[config.mk]
export PLATFORM = sky130hd
export DESIGN_NAME = dmem_port_arbiter_flat
export DESIGN_NICKNAME = d
export VERILOG_FILES = /design/src/rtl/dmem_port_arbiter_if.sv /design/src/rtl/dmem_port_arbiter.sv /design/src/flat_wrapper.sv
export SDC_FILE = /design/constraint.sdc
export NUM_CORES = 1
export LEC_CHECK = 0
export ABC_AREA = 1
export BUFFER_PORTS_ARGS = -buffer_cell sky130_fd_sc_hd__buf_2
export CORE_AREA = 2 2 117 119
export DETAILED_ROUTE_END_ITERATION = 10
export DIE_AREA = 0 0 119 121
export PLACE_DENSITY = 0.52
export SLEW_MARGIN = 10
export SYNTH_ARGS = -nofsm -noshare
export SYNTH_HDL_FRONTEND = slang
export SYNTH_SLANG_ARGS = --single-unit
[constraint.sdc]
create_clock -name clk -period 2.25 [get_ports clk]
set_input_delay 0.1125 -clock clk [delete_from_list [all_inputs] [get_ports clk]]
set_output_delay 0.1125 -clock clk [all_outputs]
set_load 0.02 [all_outputs]
[src/rtl/dmem_port_arbiter_if.sv]
// ============================================================================
// dmem_port_arbiter_if : CPU, DMA and dmem signal bundle around the arbiter
// Revision: 1.0
// ============================================================================
`default_nettype none

interface dmem_port_arbiter_if #(
  parameter int AW = 32,
  parameter int DW = 32
);
  logic          cpu_req;
  logic          cpu_we;
  logic [AW-1:0] cpu_addr;
  logic [DW-1:0] cpu_wdata;
  logic [DW-1:0] cpu_rdata;
  logic          cpu_stall;

  logic          dma_req;
  logic          dma_we;
  logic [AW-1:0] dma_addr;
  logic [DW-1:0] dma_wdata;
  logic          dma_gnt;
  logic [DW-1:0] dma_rdata;
  logic          dma_rvalid;

  logic          mem_we;
  logic [AW-1:0] mem_addr;
  logic [DW-1:0] mem_wdata;
  logic [DW-1:0] mem_rdata;

  // Arbiter side
  modport slave (
    input  cpu_req, cpu_we, cpu_addr, cpu_wdata,
    input  dma_req, dma_we, dma_addr, dma_wdata,
    input  mem_rdata,
    output cpu_rdata, cpu_stall,
    output dma_gnt, dma_rdata, dma_rvalid,
    output mem_we, mem_addr, mem_wdata
  );

  // Requesters and memory side
  modport master (
    output cpu_req, cpu_we, cpu_addr, cpu_wdata,
    output dma_req, dma_we, dma_addr, dma_wdata,
    output mem_rdata,
    input  cpu_rdata, cpu_stall,
    input  dma_gnt, dma_rdata, dma_rvalid,
    input  mem_we, mem_addr, mem_wdata
  );
endinterface

`default_nettype wire

[src/rtl/dmem_port_arbiter.sv]
// ============================================================================
// dmem_port_arbiter : CPU-priority dmem port sharing with DMA starvation guard
// Revision: 1.0
// ============================================================================
`default_nettype none

module dmem_port_arbiter #(
  parameter int AW           = 32,
  parameter int DW           = 32,
  parameter int STARVE_LIMIT = 4
) (
  input  wire                  clk,
  input  wire                  reset,
  dmem_port_arbiter_if.slave   bus
);

  localparam int CW = $clog2(STARVE_LIMIT + 1);
  localparam logic [CW-1:0] C_LAST = CW'(STARVE_LIMIT - 1);

  typedef enum logic [0:0] {
    PRI_CPU   = 1'b0,
    FORCE_DMA = 1'b1
  } state_t;

  state_t        state;
  logic [CW-1:0] cnt;
  logic          dma_rvalid_q;
  logic [DW-1:0] dma_rdata_q;
  logic          gnt;

  // Reset gates the grant so nothing reaches dmem while reset is high
  assign gnt = ~reset & bus.dma_req & ((state == FORCE_DMA) | ~bus.cpu_req);

  always_comb begin
    bus.dma_gnt    = gnt;
    bus.cpu_stall  = bus.cpu_req & gnt;
    bus.mem_addr   = gnt ? bus.dma_addr  : bus.cpu_addr;
    bus.mem_wdata  = gnt ? bus.dma_wdata : bus.cpu_wdata;
    bus.mem_we     = ~reset & (gnt ? bus.dma_we : (bus.cpu_req & bus.cpu_we));
    bus.cpu_rdata  = bus.mem_rdata;
    bus.dma_rdata  = dma_rdata_q;
    bus.dma_rvalid = dma_rvalid_q;
  end

  always_ff @(posedge clk or posedge reset) begin
    if (reset) begin
      state        <= PRI_CPU;
      cnt          <= '0;
      dma_rvalid_q <= 1'b0;
      dma_rdata_q  <= '0;
    end else begin
      dma_rvalid_q <= gnt & ~bus.dma_we;
      if (gnt & ~bus.dma_we) begin
        dma_rdata_q <= bus.mem_rdata;
      end
      case (state)
        PRI_CPU: begin
          if (bus.dma_req & bus.cpu_req) begin
            if (cnt == C_LAST) begin
              state <= FORCE_DMA;
              cnt   <= '0;
            end else begin
              cnt <= cnt + CW'(1);
            end
          end else begin
            cnt <= '0;
          end
        end
        FORCE_DMA: begin
          state <= PRI_CPU;
          cnt   <= '0;
        end
        default: begin
          state <= PRI_CPU;
          cnt   <= '0;
        end
      endcase
    end
  end

endmodule

`default_nettype wire

[src/flat_wrapper.sv]
// flat-port wrapper written by rule: the top's interface ports become plain ports
module dmem_port_arbiter_flat 
#(
  parameter int AW           = 32,
  parameter int DW           = 32,
  parameter int STARVE_LIMIT = 4
)
  (clk, reset, bus_cpu_req, bus_cpu_we, bus_cpu_addr, bus_cpu_wdata, bus_dma_req, bus_dma_we, bus_dma_addr, bus_dma_wdata, bus_mem_rdata, bus_cpu_rdata, bus_cpu_stall, bus_dma_gnt, bus_dma_rdata, bus_dma_rvalid, bus_mem_we, bus_mem_addr, bus_mem_wdata);
  dmem_port_arbiter_if #(.AW(AW), .DW(DW)) bus_i ();
  input  wire clk;
  input  wire reset;
  input wire logic [$bits(bus_i.cpu_req)-1:0] bus_cpu_req;
  input wire logic [$bits(bus_i.cpu_we)-1:0] bus_cpu_we;
  input wire logic [$bits(bus_i.cpu_addr)-1:0] bus_cpu_addr;
  input wire logic [$bits(bus_i.cpu_wdata)-1:0] bus_cpu_wdata;
  input wire logic [$bits(bus_i.dma_req)-1:0] bus_dma_req;
  input wire logic [$bits(bus_i.dma_we)-1:0] bus_dma_we;
  input wire logic [$bits(bus_i.dma_addr)-1:0] bus_dma_addr;
  input wire logic [$bits(bus_i.dma_wdata)-1:0] bus_dma_wdata;
  input wire logic [$bits(bus_i.mem_rdata)-1:0] bus_mem_rdata;
  output wire logic [$bits(bus_i.cpu_rdata)-1:0] bus_cpu_rdata;
  output wire logic [$bits(bus_i.cpu_stall)-1:0] bus_cpu_stall;
  output wire logic [$bits(bus_i.dma_gnt)-1:0] bus_dma_gnt;
  output wire logic [$bits(bus_i.dma_rdata)-1:0] bus_dma_rdata;
  output wire logic [$bits(bus_i.dma_rvalid)-1:0] bus_dma_rvalid;
  output wire logic [$bits(bus_i.mem_we)-1:0] bus_mem_we;
  output wire logic [$bits(bus_i.mem_addr)-1:0] bus_mem_addr;
  output wire logic [$bits(bus_i.mem_wdata)-1:0] bus_mem_wdata;
  assign bus_i.cpu_req = bus_cpu_req;
  assign bus_i.cpu_we = bus_cpu_we;
  assign bus_i.cpu_addr = bus_cpu_addr;
  assign bus_i.cpu_wdata = bus_cpu_wdata;
  assign bus_i.dma_req = bus_dma_req;
  assign bus_i.dma_we = bus_dma_we;
  assign bus_i.dma_addr = bus_dma_addr;
  assign bus_i.dma_wdata = bus_dma_wdata;
  assign bus_i.mem_rdata = bus_mem_rdata;
  assign bus_cpu_rdata = bus_i.cpu_rdata;
  assign bus_cpu_stall = bus_i.cpu_stall;
  assign bus_dma_gnt = bus_i.dma_gnt;
  assign bus_dma_rdata = bus_i.dma_rdata;
  assign bus_dma_rvalid = bus_i.dma_rvalid;
  assign bus_mem_we = bus_i.mem_we;
  assign bus_mem_addr = bus_i.mem_addr;
  assign bus_mem_wdata = bus_i.mem_wdata;
  dmem_port_arbiter #(.AW(AW), .DW(DW), .STARVE_LIMIT(STARVE_LIMIT)) u_core (.clk(clk), .reset(reset), .bus(bus_i));
endmodule
==> out/summary.txt, run 1 <==
Max-cap violation count: 0
Critical Path RT: 2140 ps
Pwr/cell area: 598 mW/mm²
Setup CP Type: flop to primary output
Layout cells sized above 1: 47.9%
Cell count after synthesis: 409
Row Count: 42
Mapped Area: 0.00264 mm²
Syn nets: 576
Vias per cell: 3.98
Endpoints failing hold: 0
H-Tree Depth: 2
DR vias: 3356
CTS buffer count: 5
Total GRT Usage: 16.0%
RSZ-0062 raised after global routing: no
First-pass GRT wire length: 17900 µm
Fmax: 486 MHz
Fin nets: 830
Iteration-0 DRC Markers: 152
Slew headroom: 59.2%
Post-route insts no fill: 843
Die Y-Extent: 121 µm
Endpoint type of the worst setup path: primary output
Sequential-to-total area share from yosys stat: 35.1%
Largest net degree at the start of global routing: 65
Post-cts resize count: 0
Max clock buf depth: 2
Clk sinks: 37
Initial Util: 20.1%
Die X: 119 µm
Ys Warns: 0
Root Buffer: clkbuf_16
Syn Area/Cell: 6.44 µm²
Pins over their slew limit: 0
Setup_tns: 0 ps
Die ar.: 0.0144 mm²
HP Class: input pin to async pin
Cells on worst reg2reg path: 7
Port Buffers: 297
Worst Skew: 5.32 ps
HPWL Detailed: 10100 µm
Post-synthesis register bit count: 37
Vias in the first global route: 3131
CORE AREA: 0.0131 mm²
Peak VDD IR: 0.296 mV
Launch point of the worst reg-to-reg path: u_core.state$_DFF_PP0_
Reg2Reg Setup Slack: 550 ps
Sequential cell area: 926 µm²
Total gr overflow: 0
Arrival time worst endpoint: 1940 ps
Final antenna-violating net count: 0
Drt first pass iters: 4
# fillers: 1516
Clk_lat worst skew: 280 ps
Final setup vio count: 0
Area Overhead vs Synth: 57.6%
CP max FO: 64
Period utilization: 91.4%
DRC: 0
WL final: 12300 µm
# placed instances: 832
# hold bufs at CTS: 0
Final Critical Period: 2060 ps
Number of distinct library cells after synthesis: 20
Status: finished, final reports clean
Avg WL per Cell: 14.6 µm
Startpoint types: flop
Post-CTS Repair Setup Buffers: 0
Routability cong.: 0.810
Critical path origin: u_core.state$_DFF_PP0_
Area of the multi-input gates: 0.00127 mm²
TritonCTS clock tree: done
Cell leakage power: 2.69 nW
Clk pin slew, worst setup/hold paths: 60 ps
# IOs: 298
Initial antenna violation count: 2
Slew @ Worst Pin: 613 ps
Reg-to-reg critical path endpoint: u_core.bus.dma_rdata[16]$_DFFE_PP0P_
-- where the power goes --
| group | internal [mW] | switching (mW) |
|---|---|---|
| Combinational | 0.350 | 0.634 |
| Sequential | 0.776 | 0.0566 |
| Clock | 0.407 | 0.261 |
| Total | 1.53 | 0.951 |
-- cell usage in the layout, fill, tap and decap left out, drive strengths merged --
cell type,count
clkbuf,6
a21oi,1
nand4,32
buf,305
nand2,263
nor3,1
dfrtp,37
nor3b,1
inv,8
diode,3
clkinv,3
ha,1
nor2,4
nand3,2
-- sequential cells by signal, indices dropped and copies added (netlist names) --
name / flops
u_core.bus.dma_rdata: 32
u_core.state: 1
u_core.cnt: 3
u_core.bus.dma_rvalid: 1
-- routing by layer --
metal	share of wire, %	global-route usage (%)
met1	43	20.2
met2	47	27.3
met3	9.1	4.84
met4	0.57	2.98
met5	0	0
-- metrics by stage --
stage | hold slack (ps) | worst slack [ps] | utilization, % | instance area (µm²) | total power, mW
3_3_place_gp | 382 | 461 | 30.6 | 4010 | 1.84
5_1_grt | 96.6 | 22.2 | 31.7 | 4150 | 2.64
4_1_cts | 92.9 | 138 | 31.7 | 4150 | 2.53
6_report | 86.2 | 194 | 31.7 | 4150 | 2.48
3_5_place_dp | 387 | 442 | 30.6 | 4010 | 1.84
2_1_floorplan | 265 | 809 | - | 2640 | 1.42
-- cell type report --
type | count | share of cell area [%]
tap | 176 | 5.30
inverter | 9 | 0.813
antenna | 3 | 0.181
multi-input combinational | 305 | 30.5
sequential | 37 | 22.3
timing repair buffer | 305 | 37.5
clock inverter | 2 | 0.241
clock buffer | 6 | 3.10
-- cells in the mapped netlist --
cell	n	share of area, %
nor2_8	1	0.76
nor3_1	1	0.19
nand2_1	261	37
clkbuf_1	5	0.71
nor2_1	3	0.43
inv_2	2	0.29
nor3b_1	1	0.29
nand3_2	1	0.38
nand4_1	32	7.6
a21oi_1	1	0.19
buf_2	10	1.9
ha_1	1	0.47
clkinv_1	1	0.14
nand2_2	2	0.47
inv_1	6	0.85
nand3_1	1	0.19
buf_6	6	2.6
buf_4	35	10
buf_1	2	0.29
dfrtp_1	37	35
-- worst max-delay path: stages, from the launching register on --
cell	delay [ps]
dfrtp_1	350
inv_1	70
nand2_2	60
nand2_2	80
buf_4	500
nand2_1	180
nand2_1	200
buf_2	200
-- cells by family after synthesis --
kind of cell / Yosys count / share of synthesized area, %
buffers and inverters: 67 / 16.7
AO/OA/AOI/OAI: 1 / 0.190
AND/OR/NAND/NOR: 303 / 47.5
flip-flops: 37 / 35.1
adder cells (fa/ha/maj): 1 / 0.475
-- worst max path at each step --
stage | end | slack (ps) | cells past startpoint
floorplan | bus_mem_we | 810 | 3
global placement | bus_mem_addr[18] | 460 | 7
detailed placement | bus_mem_addr[18] | 440 | 7
CTS | bus_mem_addr[18] | 140 | 7
global route | bus_mem_addr[18] | 20 | 7
finish | bus_mem_addr[18] | 190 | 7
Note: power is estimated with default switching activity, not from simulation.
==> inputs of run 2 (changes only) <==
- BUFFER_PORTS_ARGS: -buffer_cell sky130_fd_sc_hd__buf_2 -> -buffer_cell sky130_fd_sc_hd__buf_4
- TNS_END_PERCENT: not set -> 20
==> out/summary.txt, run 2 (synthesis gave the netlist of run 1 again) <==
WL final: 13200 µm (+7.1%)
Total gr overflow: 0 (unchanged)
Die X: 119 µm (unchanged)
Setup CP Type: flop to primary output
CP max FO: 64 (unchanged)
Worst Skew: 9.17 ps (+3.85 ps)
Critical Path RT: 2140 ps (about the same)
Fmax: 491 MHz (+0.91%)
Sequential share of power: 29.7% (-3.8 points)
Drt first pass iters: 5 (+1)
TritonCTS clock tree: done
Reg2Reg Setup Slack: 660 ps (+110 ps)
Crit-path leading delay family: buffers and inverters
Launch point of the worst reg-to-reg path: u_core.state$_DFF_PP0_
Post-CTS Repair Setup Buffers: 0 (unchanged)
Worst-path cell chain: inv_1, nand2_2, nand2_2, buf_4, nand2_1, nand2_1, buf_4
Pwr/cell area: 579 mW/mm² (-3.2%)
Status: finished, final reports clean
Reg-to-reg critical path endpoint: u_core.bus.dma_rdata[15]$_DFFE_PP0P_
Met2 routed wirelength: 6500 µm (+12%)
Max clock buf depth: 2 (unchanged)
Endpoints failing hold: 0 (unchanged)
Vias in the first global route: 3377 (+7.9%)
Final Critical Period: 2040 ps (-18.6 ps)
Levels on crit path: 7 (unchanged)
Port Buffers: 297 (unchanged)
Avg WL per Cell: 15.7 µm (+7.4%)
CP max stage delay: 490 ps (about the same)
CP bufs+invs: 3 (unchanged)
Row Count: 42 (unchanged)
Routed met1 length: 5470 µm (+2.8%)
Clk sinks: 37 (unchanged)
Initial antenna violation count: 1 (-1)
Clk_lat worst skew: 270 ps (about the same)
Slew headroom: 59.3% (+0.18 points)
Area Overhead vs Synth: 86.5%
Slowest CP cell: buf_4
# hold bufs at CTS: 0 (unchanged)
Root Buffer: clkbuf_16
Slew @ Worst Pin: 610 ps (-2.69 ps)
Peak VDD IR: 0.340 mV (+15%)
Largest net degree at the start of global routing: 65 (unchanged)
Cells on worst reg2reg path: 7 (unchanged)
Top sig layer: met4
Initial Util: 20.1% (unchanged)
Commonest non-fill, non-tap cell in the layout: buf_4
Clk pin slew, worst setup/hold paths: 60 ps (about the same)
Setup_tns: 0 ps (unchanged)
Startpoint types: flop
Logic pwr share: 42.2% (+2.6 points)
Total GRT Usage: 17.1% (+1.1 points)
Pint: 1.88 mW (+23%)
H-Tree Depth: 2 (unchanged)
# IOs: 298 (unchanged)
RSZ-0062 raised after global routing: no
P_sw: 961 µW (+1.0%)
DR vias: 3559 (+6.0%)
Total power: 2.84 mW (+14%)
Iteration-0 DRC Markers: 179 (+18%)
Post-cts resize count: 0 (unchanged)
Period utilization: 90.6% (-0.83 points)
Final setup vio count: 0 (unchanged)
Clock power frac: 28.1% (+1.2 points)
Arrival time worst endpoint: 1930 ps (about the same)
CORE AREA: 0.0131 mm² (unchanged)
Max-cap violation count: 0 (unchanged)
Pins over their slew limit: 0 (unchanged)
HP Class: input pin to async pin
First-pass GRT wire length: 19200 µm (+7.2%)
Die Y-Extent: 121 µm (unchanged)
Routed wl met3: 1160 µm (+3.1%)
Routability cong.: 0.904 (+12%)
Endpoint type of the worst setup path: primary output
Final antenna-violating net count: 0 (unchanged)
Fin nets: 830 (unchanged)
Switching portion of total power: 33.8% (-4.5 points)
Max FFs per register: 32 (unchanged)
CTS buffer count: 5 (unchanged)
# fillers: 1398 (-7.8%)
DRC: 0 (unchanged)
Cell leakage power: 2.94 nW (+9.3%)
Most frequent cells in the layout: 305 x buf_4, 261 x nand2_1, 37 x dfrtp_1
HPWL Detailed: 10900 µm (+7.7%)
Die ar.: 0.0144 mm² (unchanged)
Layout cells sized above 1: 47.9% (unchanged)
Vias per cell: 4.23 (+6.3%)
## run 2: layout make-up
class | count | area (µm²) | area share, %
sequential | 37 | 926 | 18.8
inverter | 9 | 33.8 | 0.688
tap | 176 | 220 | 4.48
multi-input combinational | 305 | 1270 | 25.8
clock inverter | 1 | 30.0 | 0.611
antenna | 1 | 2.50 | 0.0509
timing repair buffer | 305 | 2290 | 46.6
clock buffer | 7 | 143 | 2.90
## run 2: metal layers
metal  up-vias  global-route usage [%]
li1       1757                       -
met1      1611                    21.9
met2       187                    29.5
met3         4                    4.65
met4         0                    2.38
met5         -                       0
## run 2: power groups by stage
stage / Sequential [mW] / Clock, mW / Combinational (mW)
global placement: 0.859 / 0 / 1.20
global route: 0.859 / 0.866 / 1.29
finish: 0.844 / 0.800 / 1.20
CTS: 0.845 / 0.829 / 1.22
floorplan: 0.981 / 0 / 0.442
detailed placement: 0.853 / 0 / 1.21
## run 2: worst min-delay path: cells and delay by family
family | cells | cell delay [ps]
buf+inv | 3 | 670
## run 2: per-stage QoR
step                      setup slack, ps  utilization (%)  instances  hold slack, ps  instance area [µm²]
after detailed placement              463             36.2        832             386                 4740
final                                 212             37.6        841            77.4                 4910
after global routing                 22.1             37.5        840             106                 4910
after global placement                467             36.2        832             377                 4740
after floorplan                       809                -        409             265                 2640
after CTS                             163             37.5        840            91.0                 4910
## run 2: how the worst max path moves through the flow
stage,endpoint,from,slack [ps]
global placement,bus_mem_addr[18],u_core.state$_DFF_PP0_,470
finish,bus_mem_addr[18],u_core.state$_DFF_PP0_,210
CTS,bus_mem_addr[18],u_core.state$_DFF_PP0_,160
global route,bus_mem_addr[18],u_core.state$_DFF_PP0_,20
detailed placement,bus_mem_addr[18],u_core.state$_DFF_PP0_,460
floorplan,bus_mem_we,reset,810
